### config.mk
export PLATFORM = sky130hd
export DESIGN_NAME = fetch_stage
export DESIGN_NICKNAME = d
export VERILOG_FILES = /design/src/rtl/fetch_stage.sv
export SDC_FILE = /design/constraint.sdc
export NUM_CORES = 1
export LEC_CHECK = 0
export CORE_ASPECT_RATIO = 1.75
export CORE_MARGIN = 2
export CORE_UTILIZATION = 35
export CTS_BUF_LIST = sky130_fd_sc_hd__clkbuf_4
export CTS_CLUSTER_DIAMETER = 200
export DETAILED_ROUTE_END_ITERATION = 6
export GPL_TIMING_DRIVEN = 0
export PLACE_DENSITY = 0.68
export SYNTH_ARGS = -nofsm -noshare
export SYNTH_HDL_FRONTEND = slang
export SYNTH_SLANG_ARGS = --single-unit
### constraint.sdc
create_clock -name clk -period 1.7 [get_ports clk]
set_input_delay 0.34 -clock clk [delete_from_list [all_inputs] [get_ports clk]]
set_output_delay 0.34 -clock clk [all_outputs]
set_load 0.05 [all_outputs]
### src/rtl/fetch_stage.sv
// rtl/fetch_stage.sv - RISC-V instruction fetch stage: PC register, next-PC mux and IF/ID register
// Optional performance counters fetch_cnt/bubble_cnt enabled by `define FETCH_PERF_CNT_EN.
module fetch_stage #(
  parameter logic [31:0] RESET_PC  = 32'h0000_0000,
  parameter logic [31:0] NOP_INSTR = 32'h0000_0013
) (
  input  logic        clk,
  input  logic        rst,
  input  logic        stallF,
  input  logic        stallD,
  input  logic        flushD,
  input  logic        pcsrcE,
  input  logic [31:0] pctargetE,
  output logic [31:0] imem_addr,
  input  logic [31:0] imem_rdata,
  input  logic        imem_valid,
  output logic [31:0] instrD,
  output logic [31:0] pcD,
  output logic [31:0] pcplus4D,
`ifdef FETCH_PERF_CNT_EN
  output logic [31:0] fetch_cnt,
  output logic [31:0] bubble_cnt,
`endif
  output logic        validD
);

  logic [31:0] r_pc;
  logic [31:0] r_instr;
  logic [31:0] r_pcd;
  logic [31:0] r_pcplus4d;
  logic        r_valid;
  logic [31:0] w_pcplus4;

  assign w_pcplus4 = r_pc + 32'd4;
  // Address comes straight from the PC register so memory never sees the redirect mux.
  assign imem_addr = r_pc;

  always_ff @(posedge clk) begin
    if (rst) begin
      r_pc <= RESET_PC;
    end else if (pcsrcE) begin
      r_pc <= pctargetE;
    end else if (!stallF && imem_valid) begin
      r_pc <= w_pcplus4;
    end
  end

  always_ff @(posedge clk) begin
    if (rst || flushD || (!stallD && !imem_valid)) begin
      r_instr    <= NOP_INSTR;
      r_pcd      <= 32'd0;
      r_pcplus4d <= 32'd0;
      r_valid    <= 1'b0;
    end else if (!stallD) begin
      r_instr    <= imem_rdata;
      r_pcd      <= r_pc;
      r_pcplus4d <= w_pcplus4;
      r_valid    <= 1'b1;
    end
  end

`ifdef FETCH_PERF_CNT_EN
  logic [31:0] r_fetch_cnt;
  logic [31:0] r_bubble_cnt;

  always_ff @(posedge clk) begin
    if (rst) begin
      r_fetch_cnt  <= 32'd0;
      r_bubble_cnt <= 32'd0;
    end else if (flushD || (!stallD && !imem_valid)) begin
      r_bubble_cnt <= r_bubble_cnt + 32'd1;
    end else if (!stallD) begin
      r_fetch_cnt <= r_fetch_cnt + 32'd1;
    end
  end

  assign fetch_cnt  = r_fetch_cnt;
  assign bubble_cnt = r_bubble_cnt;
`endif

  assign instrD   = r_instr;
  assign pcD      = r_pcd;
  assign pcplus4D = r_pcplus4d;
  assign validD   = r_valid;

endmodule

# == Word level (Yosys, flattened, before mapping) ==
# Index checks and enable logic that the tools add are counted.
# totals
register_bits,129
in_bits,71
output_inout_bits,129
elab_cells,16
# classes
add_sub_neg,1
mux,2
reduce_logical,8
# ops
op,n
$mux 32,2
$add 32x3->32 const B,1
$logic_not 1->1,3
$logic_and 1x1->1,2
$logic_or 1x1->1,2
$reduce_bool 2->1,1

# == Depth between registers and ports, before layout ==
# depth
word_depth,4
ltp_mapped,7
depth_no_buf,6

# == Least setup slack after synthesis ==
# Ideal clock, no wire load.
# synth_path
kind,reg-to-reg
startpoint,register r_pc[2] (netlist: imem_addr[2])
endpoint,register r_pc[28] (netlist: imem_addr[28])
setup_time_ps,120
arrival_time_ps,2189
t_required_ps,1580
setup_slack_ps,-609
stages_incl_launch_ff,7
path_buffers,0
path_cell_list,dfxtp_1 > ha_1 > nand2_1 > nor3_4 > nand3_1 > o21a_1 > o31a_1
# synth_between
elab_chain_cells,3
# synth_rtl
element,line,rtl
start: declaration,27,logic [31:0] r_pc;
start signal: assignment,42,r_pc <= pctargetE;
start signal: assignment,44,r_pc <= w_pcplus4;
$add 32x3->32,34,assign w_pcplus4 = r_pc + 32'd4;
$mux 32,43,end else if (!stallF && imem_valid) begin
$mux 32,41,end else if (pcsrcE) begin
# Every way passes these cells. The select of a mux whose other input is x is not followed.
# A chain may end at the register's enable or synchronous reset.

# == Worst setup path after layout ==
# layout_path
startpoint,register r_pc[3] (netlist: imem_addr[3])
endpoint,register r_pc[31] (netlist: imem_addr[31])
# The elaborated chain is that of the path after synthesis.

==> out/results.ini <==
[die]
start_util = 0.355
fp.dieW_um = 99.5
core-area_um2 = 15700
rows = 61
die_h_um = 171
pin_count = 200
die_area_um2 = 17000

[worst_setup_path]
crit_slowest_cell = dfxtp_4
path_max_fanout = 8
timing.critical_path.mode_cell = buf_6
cp-start-kind = register
reg2reg_to = imem_addr[31]$_SDFFE_PP0N_
end_kind = register
path_cells = buf_6, nand3_4, nor4_4, buf_6, nand4_1, xor2_2, o22ai_1
r2r_setup_slack_ps = -90
crit_type = reg2reg
crit_required_ps = 2090
arrival_ps = 2190
r2r-start = imem_addr[3]$_SDFFE_PP0N_
r2r_cells = 7
critPathMaxStageDelay_ps = 410

[sta]
setup_viol = 12
rsz0062_at_grt = yes
post-route-period-util = 1.06
worst_slack_ps = -94.6
max_freq_ghz = 0.557
layout_min_cycle_time_ps = 1790
relSlewSlack = 0.477
slew_violations = 0
max_slew.worst_pin.slew_ps = 784
hold_violations = 0
finClkSkew_ps = 17.9
fin_tns_setup_ps = -512

[clocking]
path_clk_slew_ps = 120
cts_tree = done
htree_levels = 4
cts_buffer_depth = 2
cts_sinks = 127
cts_root_buf = clkbuf_4
clk_latency_ps = 530
holdBufCountCts = 0
numCtsBuffers = 17

[layout]
fin_nets = 955
num-fill-cells = 1412
drive_gt1_frac = 0.352
fin_cells = 1087
areaGrowthSynthToFinish_pct = 62.3
final_common_cell = clkdlybuf4s15_2
final_cell_mix = clkdlybuf4s15_2 (107), dfxtp_1 (101), nor2_1 (99)

[synth]
netlist_instances = 619
synth_nets = 691
avgSynthCellArea_um2 = 9.03
synthesis.area_um2 = 5590
ys_ff_latch = 127
yosysWarnings = 0
yosysSeqAreaShare = 0.455
ys_types = 40

[min_path]
hold_depth = 2
min_path_type = in2reg
holdPathEnd = imem_addr[9]$_SDFFE_PP0N_
hp-start = rst

[flow_run]
cap_viol_max_count = 0

[routing]
routedWlPerCell_um = 17.2
totalWireLength_um = 18700
detail-route-antenna-nets = 0
first_pass_iters = 4
drtIter0Drc = 204
vias = 5323
via_per_inst = 4.90
drc = 0

[grt]
grt_pass1_wl_um = 27900
grt_pass1_vias = 5156
antenna_found_initial = 2
grt_remaining_overflow = 0
grtUsageTotal = 0.213
grt_max_degree = 17

[place]
pre_cts_slack_ps = -880
hpwl_um = 13300
dp_cells = 1006
portBuffers = 198
gp_congestion = 0.828

[run_status]
status = complete, but fails checks
violations = setup timing

[pwr]
p_total_mw = 6.74
p_leak_nw = 3.71
powerDensity_nw_per_um2 = 743
ir_drop_uv = 373

## per-stage QoR
| stage | hold slack, ps | cell area (um^2) | utilization |
|---|---|---|---|
| after floorplan | 465 | 5760 | - |
| after global placement | 437 | 7980 | 0.508 |
| after detailed placement | 440 | 7980 | 0.508 |
| after CTS | 136 | 8720 | 0.555 |
| after global routing | 137 | 9060 | 0.577 |
| final | 149 | 9060 | 0.577 |
## how the worst max path moves through the flow
stage | from | to | slack [ps] | cells after the start
2_1_floorplan | imem_addr[4]$_SDFFE_PP0N_ | imem_addr[17]$_SDFFE_PP0N_ | -130 | 6
3_3_place_gp | stallD | pcD[11]$_SDFFE_PP0N_ | -840 | 5
3_5_place_dp | stallD | pcD[10]$_SDFFE_PP0N_ | -880 | 5
4_1_cts | imem_addr[5]$_SDFFE_PP0N_ | imem_addr[31]$_SDFFE_PP0N_ | -110 | 7
5_1_grt | imem_addr[3]$_SDFFE_PP0N_ | imem_addr[31]$_SDFFE_PP0N_ | -200 | 7
6_report | imem_addr[3]$_SDFFE_PP0N_ | imem_addr[31]$_SDFFE_PP0N_ | -90 | 7
## area by class of cell
class,count,area [um^2],share of cell area
sequential,127,2620,0.289
timing repair buffer,247,2470,0.272
buffer,51,312,0.0344
clock inverter,12,145,0.0160
clock buffer,20,150,0.0166
multi-input combinational,423,3070,0.338
inverter,16,60.1,0.00663
tap,189,236,0.0261
antenna,2,5.00,0.000552
## synth_stat cells
cell type / number / area [um^2]
o21ai_1: 1 / 5.00
o31a_1: 1 / 8.76
nand2_1: 25 / 93.8
and3_1: 1 / 6.26
a211oi_1: 4 / 30.0
mux2i_1: 75 / 751
nor4_4: 2 / 42.5
a21o_1: 2 / 15.0
nor2b_1: 8 / 50.1
buf_4: 5 / 37.5
nand4b_1: 1 / 8.76
buf_2: 10 / 50.1
nor4_1: 5 / 31.3
nand2b_1: 1 / 6.26
or3_4: 1 / 11.3
xnor2_1: 27 / 236
nor4_2: 2 / 25.0
nor2_1: 102 / 383
nand4_1: 12 / 75.1
clkbuf_1: 28 / 105
xor2_1: 23 / 201
nand3b_1: 3 / 22.5
ha_1: 1 / 12.5
a21oi_1: 43 / 215
nor3_2: 1 / 10.0
dfxtp_1: 127 / 2540
or2_2: 4 / 25.0
buf_1: 8 / 30.0
clkbuf_2: 2 / 10.0
nor3_4: 1 / 16.3
o21ai_0: 23 / 115
and2_1: 1 / 6.26
nand4_2: 1 / 12.5
a221oi_1: 1 / 8.76
o22ai_1: 3 / 18.8
nand3_1: 21 / 105
inv_1: 16 / 60.1
nor3_1: 11 / 55.1
nand4_4: 2 / 42.5
o21a_1: 14 / 105
## critical path, delay by kind of cell (launching register included)
kind,cells,cell delay [ps]
buffers and inverters,2,290
AO/OA/AOI/OAI,1,90
flip-flops,1,410
XOR/XNOR,1,250
AND/OR/NAND/NOR,3,600
## sequential cells by signal (all words and copies together), names as in the netlist
signal	flops
imem_addr	32
instrD	32
pcD	32
pcplus4D	30
validD	1
## timing repair
item / in CTS / in global routing
gates resized for setup: 473 / 55
pin swaps: 26 / 42
cloned: 1 / 0
buffers inserted: 25 / 24
endpoints found under the setup margin: 240 / 58
## routing by layer
metal,track usage,routed length (um),vias up
met1,0.234,7120,2499
met3,0.0364,841,33
met4,0.0816,499,0
met5,0,0,-
met2,0.399,10200,171
li1,-,-,2620
## report_power, final
| part | switching (mW) | leakage [nW] | internal [mW] |
|---|---|---|---|
| Sequential | 0.109 | 1.05 | 3.07 |
| Combinational | 0.801 | 2.50 | 0.535 |
| Clock | 1.17 | 0.156 | 1.05 |
## cell families after synthesis
group	Yosys count	synth area share
adder cells (fa/ha/maj)	1	0.00224
XOR/XNOR	50	0.0784
AND/OR/NAND/NOR	205	0.184
buffers and inverters	69	0.0524
flip-flops	127	0.455
AO/OA/AOI/OAI	92	0.0934
multiplexers	75	0.134
No activity file was read; power rests on OpenSTA's default activity.
